### config.mk
export PLATFORM = sky130hd
export DESIGN_NAME = ccff_chain_loader
export DESIGN_NICKNAME = d
export VERILOG_FILES = /design/src/rtl/cfg_chain_pkg.sv /design/src/rtl/ccff_rb_packer.sv /design/src/rtl/ccff_chain_loader.sv
export SDC_FILE = /design/constraint.sdc
export NUM_CORES = 1
export LEC_CHECK = 0
export CAP_MARGIN = 20
export CORE_MARGIN = 2
export CORE_UTILIZATION = 55
export CTS_BUF_LIST = sky130_fd_sc_hd__clkbuf_4
export CTS_CLUSTER_DIAMETER = 120
export DETAILED_ROUTE_END_ITERATION = 8
export PLACE_DENSITY = 0.86
export SYNTH_ARGS = -nofsm -noshare
export SYNTH_HDL_FRONTEND = slang
export SYNTH_SLANG_ARGS = --single-unit
### constraint.sdc
create_clock -name prog_clk -period 3.1 [get_ports prog_clk]
set_input_delay 0.93 -clock prog_clk [delete_from_list [all_inputs] [get_ports prog_clk]]
set_output_delay 0.93 -clock prog_clk [all_outputs]
set_load 0.05 [all_outputs]
### src/rtl/cfg_chain_pkg.sv
// Shared definitions for the configuration-chain loader.
//   state_e     : loader FSM states
//   DEF_*       : default chain length and bitstream word width
//   word_count  : number of bitstream words needed to fill the chain
package cfg_chain_pkg;

  typedef enum logic [1:0] {
    IDLE = 2'd0,
    LOAD = 2'd1,
    DONE = 2'd2
  } state_e;

  localparam int DEF_CHAIN_LEN = 24;
  localparam int DEF_WORD_W    = 8;

  // ceil(chain_len / word_w)
  function automatic int word_count(input int chain_len, input int word_w);
    return (chain_len + word_w - 1) / word_w;
  endfunction

endpackage

### src/rtl/ccff_rb_packer.sv
// Readback packer: collects bits leaving the chain tail into words and
// presents them on a valid/ready output stage.
//   prog_clk, pReset : clock, synchronous active-high reset
//   shift_i          : chain advances this cycle; tail_i is captured
//   tail_i           : bit currently at the chain tail
//   flush_i          : no more bits will arrive; emit any partial word
//   m_ready_i        : consumer accepts m_data_o
//   m_data_o/m_valid_o : readback word, bit 0 = first bit out
//   rb_full_o        : output word pending and collection buffer full
//   rb_empty_o       : collection buffer holds no bits
module ccff_rb_packer
  import cfg_chain_pkg::*;
#(
  parameter int WORD_W = DEF_WORD_W
) (
  input  logic              prog_clk,
  input  logic              pReset,
  input  logic              shift_i,
  input  logic              tail_i,
  input  logic              flush_i,
  input  logic              m_ready_i,
  output logic [WORD_W-1:0] m_data_o,
  output logic              m_valid_o,
  output logic              rb_full_o,
  output logic              rb_empty_o
);

  localparam int RC_W = $clog2(WORD_W + 1);

  logic [WORD_W-1:0] rb_q, rb_d, m_data_q, m_data_d, keep;
  logic [RC_W-1:0]   cnt_q, cnt_d, base;
  logic              m_valid_q, m_valid_d, complete, xfer;

  always_comb begin
    complete  = (cnt_q == RC_W'(WORD_W)) || (flush_i && (cnt_q != '0));
    // A finished word moves out as soon as the output slot is free or
    // being drained this cycle, so a fresh bit can land in slot 0 at once.
    xfer      = complete && (!m_valid_q || m_ready_i);
    keep      = '0;
    for (int i = 0; i < WORD_W; i++) keep[i] = (RC_W'(i) < cnt_q);
    m_data_d  = m_data_q;
    m_valid_d = m_valid_q;
    if (xfer) begin
      m_data_d  = rb_q & keep;   // partial last word: zero the unfilled bits
      m_valid_d = 1'b1;
    end else if (m_ready_i) begin
      m_valid_d = 1'b0;
    end
    base  = xfer ? '0 : cnt_q;
    rb_d  = rb_q;
    cnt_d = base;
    if (shift_i) begin
      for (int i = 0; i < WORD_W; i++)
        if (RC_W'(i) == base) rb_d[i] = tail_i;
      cnt_d = base + 1'b1;
    end
  end

  always_ff @(posedge prog_clk) begin
    if (pReset) begin
      rb_q      <= '0;
      cnt_q     <= '0;
      m_data_q  <= '0;
      m_valid_q <= 1'b0;
    end else begin
      rb_q      <= rb_d;
      cnt_q     <= cnt_d;
      m_data_q  <= m_data_d;
      m_valid_q <= m_valid_d;
    end
  end

  assign m_data_o   = m_data_q;
  assign m_valid_o  = m_valid_q;
  assign rb_full_o  = m_valid_q && (cnt_q == RC_W'(WORD_W));
  assign rb_empty_o = (cnt_q == '0);

endmodule

### src/rtl/ccff_chain_loader.sv
// Configuration-chain loader: serializes bitstream words into ccff_head
// (bit 0 first) and repacks the old chain contents leaving ccff_tail.
//   prog_clk, pReset        : clock, synchronous active-high reset
//   start                   : begin a full chain load (IDLE only)
//   s_data/s_valid/s_ready  : bitstream input words
//   ccff_head, prog_clk_en  : serial bit and shift enable into the chain
//   ccff_tail               : serial bit leaving the chain
//   m_data/m_valid/m_ready  : readback words
//   busy, done              : load in progress / one-cycle completion pulse
module ccff_chain_loader
  import cfg_chain_pkg::*;
#(
  parameter int CHAIN_LEN = DEF_CHAIN_LEN,
  parameter int WORD_W    = DEF_WORD_W,
  parameter int CNT_W     = $clog2(CHAIN_LEN + 1)
) (
  input  logic              prog_clk,
  input  logic              pReset,
  input  logic              start,
  input  logic [WORD_W-1:0] s_data,
  input  logic              s_valid,
  output logic              s_ready,
  output logic              ccff_head,
  output logic              prog_clk_en,
  input  logic              ccff_tail,
  output logic [WORD_W-1:0] m_data,
  output logic              m_valid,
  input  logic              m_ready,
  output logic              busy,
  output logic              done
);

  localparam int NWORDS    = word_count(CHAIN_LEN, WORD_W);
  localparam int LAST_BITS = (CHAIN_LEN % WORD_W == 0) ? WORD_W : CHAIN_LEN % WORD_W;
  localparam int WB_W      = $clog2(WORD_W + 1);
  localparam int WA_W      = $clog2(NWORDS + 1);

  state_e            state_q;
  logic [WORD_W-1:0] word_q;
  logic [WB_W-1:0]   wbits_q;
  logic [CNT_W-1:0]  bits_left_q;
  logic [WA_W-1:0]   words_acc_q;
  logic              rb_full, rb_empty, shift_now, accept;

  assign shift_now = (state_q == LOAD) && (wbits_q != '0) && (bits_left_q != '0)
                     && !(rb_full && !m_ready);
  // Refill while the last held bit shifts out, so words stream without bubbles.
  assign s_ready   = (state_q == LOAD)
                     && ((wbits_q == '0) || ((wbits_q == WB_W'(1)) && shift_now))
                     && (words_acc_q < WA_W'(NWORDS));
  assign accept      = s_valid && s_ready;
  assign prog_clk_en = shift_now;
  assign ccff_head   = shift_now && word_q[0];
  assign busy        = (state_q == LOAD);
  assign done        = (state_q == DONE);

  always_ff @(posedge prog_clk) begin
    if (pReset) begin
      state_q     <= IDLE;
      word_q      <= '0;
      wbits_q     <= '0;
      bits_left_q <= '0;
      words_acc_q <= '0;
    end else begin
      case (state_q)
        IDLE: if (start) begin
          state_q     <= LOAD;
          bits_left_q <= CNT_W'(CHAIN_LEN);
          words_acc_q <= '0;
          wbits_q     <= '0;
        end
        LOAD: begin
          if (accept) begin
            word_q      <= s_data;
            // the final word only carries the chain-length remainder
            wbits_q     <= (words_acc_q == WA_W'(NWORDS - 1)) ? WB_W'(LAST_BITS)
                                                              : WB_W'(WORD_W);
            words_acc_q <= words_acc_q + 1'b1;
          end else if (shift_now) begin
            word_q  <= word_q >> 1;
            wbits_q <= wbits_q - 1'b1;
          end
          if (shift_now) bits_left_q <= bits_left_q - 1'b1;
          // finish once every readback bit has been handed to the output stage
          if ((bits_left_q == '0) && rb_empty) state_q <= DONE;
        end
        DONE:    state_q <= IDLE;
        default: state_q <= IDLE;
      endcase
    end
  end

  ccff_rb_packer #(.WORD_W(WORD_W)) u_rb (
    .prog_clk   (prog_clk),
    .pReset     (pReset),
    .shift_i    (shift_now),
    .tail_i     (ccff_tail),
    .flush_i    ((state_q == LOAD) && (bits_left_q == '0)),
    .m_ready_i  (m_ready),
    .m_data_o   (m_data),
    .m_valid_o  (m_valid),
    .rb_full_o  (rb_full),
    .rb_empty_o (rb_empty)
  );

endmodule

Word level (Yosys, flattened, before mapping). Cells that the tools add are included.

$add $sub $neg: 4. $lt $le $gt $ge: 9. Equality and inequality tests: 16. Multiplexer cells: 19. Bitwise logic cells: 1. Reductions and logical operators: 44.

Operator list (count): 4-bit 2-to-1 mux (5); 2-bit AND reduction (10); 3-bit by 4-bit == test with 1-bit output, first input constant (4); 3-bit by 4-bit < comparator with 1-bit output, first input constant (4); 8-bit 2-to-1 mux (2); 1-bit logical AND (14); 4-bit logical NOT (3); 5-bit 2-to-1 mux (2); 5-bit one-hot mux with 2 select lines (1); 3-bit AND reduction (3); 8-bit AND (1); 2-bit by 4-bit == test with 1-bit output, first input constant (2); 1-bit by 4-bit < comparator with 1-bit output, first input constant (2); 2-bit by 4-bit < comparator with 1-bit output, first input constant (2); 2-bit 2-to-1 mux (4); 2-bit one-hot mux with 2 select lines (2); 4-bit one-hot mux with 2 select lines (1); 4-bit nonzero test (2); 2-bit by 1-bit inequality test with 1-bit output, second input constant (3); 2-bit nonzero test (3); 5-bit logical NOT (1); 5-bit nonzero test (1); 5-bit by 1-bit subtractor with 5-bit output, second input constant (1); 4-bit by 1-bit adder with 4-bit output, second input constant (1); 14 further kinds (19).

Flip-flop bits (word level): 42. Bits of input ports: 14. Output and inout port bits: 14. Logic and storage cells: 109.

Logic depth before layout (Yosys ltp).
Depth after elaboration: 12. Mapped depth: 12. Depth with buffers taken out: 11.

Modules after synthesis. A second synthesis with hierarchy kept.

Cell total of the unflattened synthesis: 259. Area total of the unflattened synthesis: 2242.2 sq um.

Modules (own cells, without submodules): ccff_chain_loader (times used 1, cells each 139, area an instance 1213.7 sq um, seq. area each 420.4 sq um); ccff_rb_packer (times used 1, cells each 120, area an instance 1028.5 sq um, seq. area each 420.4 sq um).

Worst setup path before layout. No wires, ideal clock.

Path type: input to output. From: input port m_ready. To: output port prog_clk_en. Arrival: 1759 ps. Required time: 2170 ps. Path slack: 411 ps. Stages on the path: 5. Buffers on the path: 1. Path through: nor2b_1 nand2_1 nand2_2 inv_2 buf_4.

Longest elaborated chain between the ends: 4.

RTL lines: from (decl) (line ccff_chain_loader.sv:28) `input logic m_ready,`; 1-bit logical NOT (line ccff_chain_loader.sv:46) `&& !(rb_full && !m_ready);`; 1-bit logical AND (line ccff_chain_loader.sv:46); 1-bit logical NOT (line ccff_chain_loader.sv:46); 1-bit logical AND (line ccff_chain_loader.sv:46); to (decl) (line ccff_chain_loader.sv:24) `output logic prog_clk_en,`.

Every way passes these cells.

Final worst setup path.
From: register state_q[1]. To: output port busy.

Longest elaborated chain between the ends: 1.

RTL lines: from (decl) (line ccff_chain_loader.sv:38) `state_e state_q;`; from (signal assigned) (line ccff_chain_loader.sv:59) `state_q <= IDLE;`; from (signal assigned) (line ccff_chain_loader.sv:67) `state_q <= LOAD;`; from (signal assigned) (line ccff_chain_loader.sv:85) `if ((bits_left_q == '0) && rb_empty) state_q <= DONE;`; 2-bit by 1-bit == test with 1-bit output (line ccff_chain_loader.sv:54) `assign busy = (state_q == LOAD);`; to (decl) (line ccff_chain_loader.sv:29) `output logic busy,`.

Every way passes these cells.

==> impl_metrics.prom <==
# TYPE chip_impl_metric gauge
chip_impl_metric{name="p_per_area",unit="mW/mm^2"} 379.5
chip_impl_metric{name="clock_sinks",unit=""} 42
chip_impl_info{name="cts_tree",value="built"} 1
chip_impl_metric{name="ff2ff_setup_slack",unit="ps"} 730
chip_impl_metric{name="drt-initial-drc-count",unit=""} 121
chip_impl_metric{name="seqCellArea",unit="um^2"} 842.1
chip_impl_metric{name="detail-route-antenna-nets",unit=""} 0
chip_impl_metric{name="grt_max_degree",unit=""} 35
chip_impl_metric{name="synth_seq_cells",unit=""} 42
chip_impl_metric{name="total_cts_buffers",unit=""} 5
chip_impl_info{name="hold_start",value="u_rb.m_data_o[6]$_SDFFE_PP0P_"} 1
chip_impl_metric{name="syn-instance-count",unit=""} 251
chip_impl_info{name="synth.cells.most_frequent",value="sky130_fd_sc_hd__nand2_1 (44), sky130_fd_sc_hd__dfxtp_1 (42), sky130_fd_sc_hd__nand3_1 (19), sky130_fd_sc_hd__a21oi_1 (15), sky130_fd_sc_hd__nor2_1 (14)"} 1
chip_impl_metric{name="die_area",unit="mm^2"} 0.004405
chip_impl_metric{name="floorplan_die_width",unit="um"} 66.37
chip_impl_metric{name="static_leakage_power",unit="nW"} 1.004
chip_impl_metric{name="std_cell_rows",unit=""} 22
chip_impl_metric{name="irDropWorstVdd",unit="mV"} 0.2530
chip_impl_info{name="timing.rr.end",value="u_rb.cnt_q[2]$_SDFF_PP0_"} 1
chip_impl_metric{name="number_of_enable_flip_flop_cells_after_synthesis",unit=""} 0
chip_impl_metric{name="required",unit="ps"} 2170
chip_impl_metric{name="antennaDiodeCount",unit=""} 0
chip_impl_metric{name="clk_pin_slew_worst_setup_hold_paths",unit="ps"} 130
chip_impl_metric{name="layout.nets",unit=""} 305
chip_impl_metric{name="floorplan.io_pins",unit=""} 28
chip_impl_metric{name="clock_tree.htree_level_count",unit=""} 2
chip_impl_metric{name="post_drt_via_cell_ratio",unit=""} 5.745
chip_impl_metric{name="slew_headroom",unit=""} 0.5568
chip_impl_metric{name="post_cts_hold_buffer_count",unit=""} 0
chip_impl_info{name="crit_path_end_kind",value="output port"} 1
chip_impl_metric{name="clock_latency",unit="ps"} 360
chip_impl_metric{name="via_count_of_the_first_global_routing_pass",unit=""} 1652
chip_impl_info{name="synth_top_cells_by_area",value="sky130_fd_sc_hd__dfxtp_1 (39%), sky130_fd_sc_hd__nand2_1 (7.7%), sky130_fd_sc_hd__ha_1 (5.8%)"} 1
chip_impl_metric{name="postLayoutCellArea",unit="mm^2"} 0.002540
chip_impl_metric{name="syn2layout_area_growth",unit="%"} 18.71
chip_impl_metric{name="wire_per_inst",unit="um"} 13.58
chip_impl_metric{name="cap_viol_max_count",unit=""} 0
chip_impl_metric{name="post-dp-hpwl",unit="um"} 3127
chip_impl_metric{name="final_hold_viol_count",unit=""} 0
chip_impl_metric{name="worst_margin_slew",unit="ps"} 658.8
chip_impl_metric{name="totalWireLength",unit="um"} 4482
chip_impl_metric{name="reg2reg_depth",unit=""} 11
chip_impl_metric{name="yosys.cell_types.count",unit=""} 53
chip_impl_metric{name="final-setup-viol-count",unit=""} 0
chip_impl_metric{name="slew_viol_final",unit=""} 0
chip_impl_metric{name="synth_top_cell_area_share",unit=""} 0.3930
chip_impl_metric{name="timing.critical_path.arrival",unit="ps"} 2020
chip_impl_info{name="dominant_register_cell_in_the_synthesized_netlist",value="sky130_fd_sc_hd__dfxtp_1"} 1
chip_impl_info{name="min-delay-path-class",value="register to register"} 1
chip_impl_info{name="hold_path_end",value="u_rb.m_data_o[6]$_SDFFE_PP0P_"} 1
chip_impl_metric{name="asyncSetResetFlopFracSynth",unit=""} 0
chip_impl_metric{name="drc_errors",unit=""} 0
chip_impl_metric{name="period_needed",unit="ps"} 2951
chip_impl_metric{name="drtPass1Iterations",unit=""} 4
chip_impl_metric{name="share_of_the_clock_period_used_by_the_worst_path",unit=""} 0.9520
chip_impl_metric{name="place.gp.congestion",unit=""} 0.8532
chip_impl_metric{name="coreArea",unit="mm^2"} 0.003689
chip_impl_metric{name="fin_skew",unit="ps"} 12.19
chip_impl_metric{name="critical_path.max_fanout",unit=""} 10
chip_impl_metric{name="multi_input_comb_area",unit="mm^2"} 0.001202
chip_impl_info{name="crit_type",value="register to output port"} 1
chip_impl_info{name="worst_r2r_startpoint",value="bits_left_q[0]$_SDFFE_PP0P_"} 1
chip_impl_metric{name="wire_length_of_the_first_global_routing_pass",unit="um"} 7355
chip_impl_metric{name="fillCellCount",unit=""} 326
chip_impl_metric{name="io_port_bufs",unit=""} 27
chip_impl_metric{name="initial_core_util",unit=""} 0.5801
chip_impl_metric{name="fmax",unit="GHz"} 0.3389
chip_impl_info{name="synth.most_common_cell",value="sky130_fd_sc_hd__nand2_1"} 1
chip_impl_metric{name="dpl-instance-area",unit="mm^2"} 0.002455
chip_impl_metric{name="avgSynthCellArea",unit="um^2"} 8.524
chip_impl_metric{name="detailed_route_via_count",unit=""} 1896
chip_impl_metric{name="die_height",unit="um"} 66.37
chip_impl_metric{name="grt_overflow",unit=""} 0
chip_impl_metric{name="antenna_violations_before_repair",unit=""} 0
chip_impl_metric{name="post_synth_net_total",unit=""} 275
chip_impl_info{name="outcome",value="finished, final reports clean"} 1
chip_impl_metric{name="synth-seq-area-share",unit=""} 0.3930
chip_impl_info{name="rsz0062_at_grt",value="false"} 1
chip_impl_metric{name="global_route.usage.total",unit=""} 0.2181
chip_impl_metric{name="worstHoldPathCells",unit=""} 2
chip_impl_metric{name="ys.warnings.count",unit=""} 0
chip_impl_metric{name="layout-drive-gt1-share",unit=""} 0.1206
chip_impl_info{name="yosys.area.top_type",value="sky130_fd_sc_hd__dfxtp_1"} 1
chip_impl_info{name="setup.worst_path.start_class",value="register"} 1
chip_impl_info{name="cts_root_buffer",value="sky130_fd_sc_hd__clkbuf_4"} 1
chip_impl_metric{name="synth.cell_area",unit="mm^2"} 0.002140
chip_impl_metric{name="number_of_buffers_on_the_longest_clock_path",unit=""} 2
chip_impl_metric{name="post-layout-total-power",unit="mW"} 0.9638
-- layer usage --
layer	vias up	wire length [um]	global-route usage
met2	36	2090	0.3475
met1	900	2109	0.2774
met3	8	203	0.05622
met5	-	0	0
li1	952	-	-
met4	0	78	0.09439
-- report_power, final --
| group | switching, mW | leakage, nW | internal [mW] | total [mW] |
|---|---|---|---|---|
| clock network | 0.174 | 0.0277 | 0.0810 | 0.255 |
| registers | 0.0137 | 0.341 | 0.555 | 0.569 |
| logic | 0.0800 | 0.635 | 0.0598 | 0.140 |
| total | 0.268 | 1.00 | 0.696 | 0.964 |
-- cells by family (layout without fill, tap and decap cells) --
group / after synthesis / in the layout / synth area share
buffers and inverters: 24 / 55 / 0.05496
adders and majority gates: 10 / 10 / 0.05848
and+or+nand+nor: 114 / 114 / 0.2790
DFF: 42 / 42 / 0.3930
muxes: 6 / 6 / 0.02807
xor gates and xnor gates: 3 / 3 / 0.01228
AOI/OAI and AO/OA: 52 / 52 / 0.1743
-- critical path: stages (launching register included) --
cell	delay, ps
sky130_fd_sc_hd__dfxtp_1	350
sky130_fd_sc_hd__nand2b_1	350
sky130_fd_sc_hd__inv_1	160
sky130_fd_sc_hd__clkdlybuf4s50_1	810
-- sequential cells by signal (all words and copies together) (netlist names) --
register / count
bits_left_q: 5
u_rb.m_data_o: 8
u_rb.rb_q: 8
words_acc_q: 2
state_q: 2
wbits_q: 4
u_rb.m_valid_o: 1
word_q: 8
u_rb.cnt_q: 4
-- cell type report --
cell class / count / area share
multi-input cells: 185 / 0.4734
well taps: 48 / 0.02365
flip-flops and latches: 42 / 0.3315
inverters: 10 / 0.01478
clock buffers: 5 / 0.01478
clock inverters: 3 / 0.004433
repair buffers: 37 / 0.1374
-- what timing repair did --
| action | CTS | global route |
|---|---|---|
| pin swaps | 1 | 1 |
| setup buffers | 0 | 2 |
| resized for setup | 3 | 2 |
| endpoints found under the setup margin | 2 | 2 |
-- cell usage in the layout (no fill, tap or decap), types with 2 or more instances in the layout --
master | netlist | layout
sky130_fd_sc_hd__a211oi_1 | 3 | 3
sky130_fd_sc_hd__a21o_1 | 2 | 2
sky130_fd_sc_hd__a21oi_1 | 15 | 15
sky130_fd_sc_hd__a311oi_1 | 9 | 9
sky130_fd_sc_hd__a31oi_1 | 2 | 2
sky130_fd_sc_hd__buf_4 | 3 | 12
sky130_fd_sc_hd__clkbuf_4 | 0 | 5
sky130_fd_sc_hd__clkdlybuf4s50_1 | 0 | 23
sky130_fd_sc_hd__clkinv_1 | 0 | 3
sky130_fd_sc_hd__dfxtp_1 | 42 | 41
sky130_fd_sc_hd__ha_1 | 10 | 10
sky130_fd_sc_hd__inv_1 | 9 | 9
sky130_fd_sc_hd__mux2i_1 | 6 | 6
sky130_fd_sc_hd__nand2_1 | 44 | 44
sky130_fd_sc_hd__nand2b_1 | 4 | 4
sky130_fd_sc_hd__nand3_1 | 19 | 19
sky130_fd_sc_hd__nor2_1 | 14 | 14
sky130_fd_sc_hd__nor2b_1 | 3 | 3
sky130_fd_sc_hd__nor3_1 | 4 | 4
sky130_fd_sc_hd__nor3b_1 | 3 | 2
sky130_fd_sc_hd__nor4_1 | 2 | 2
sky130_fd_sc_hd__nor4b_4 | 1 | 2
sky130_fd_sc_hd__o211ai_1 | 2 | 2
sky130_fd_sc_hd__o21ai_0 | 8 | 8
sky130_fd_sc_hd__or3_1 | 6 | 6
sky130_fd_sc_hd__xnor2_1 | 2 | 2
-- worst max path at each step --
stage,endpoint,start,depth (start not counted)
2_1_floorplan,prog_clk_en,m_ready,5
3_3_place_gp,s_ready,m_ready,6
3_5_place_dp,s_ready,m_ready,6
4_1_cts,ccff_head,wbits_q[0]$_SDFFE_PP0P_,6
5_1_grt,ccff_head,wbits_q[0]$_SDFFE_PP0P_,6
6_report,busy,state_q[1]$_SDFFE_PP0P_,3
-- through the flow --
| stage | TNS [ps] | utilization | hold WS, ps | std cells | setup slack [ps] |
|---|---|---|---|---|---|
| after CTS | 0 | 0.6818 | 461.2 | 328 | 50.46 |
| after detailed placement | -2.973 | 0.6655 | 444.6 | 320 | -2.973 |
| after global routing | 0 | 0.6886 | 469.6 | 330 | 49.23 |
| final | 0 | 0.6886 | 459.9 | 330 | 148.9 |
| after floorplan | 0 | - | 438.7 | 251 | 410.5 |
| after global placement | 0 | 0.6655 | 438.9 | 320 | 14.66 |
Note: power is estimated with default switching activity, not from simulation.
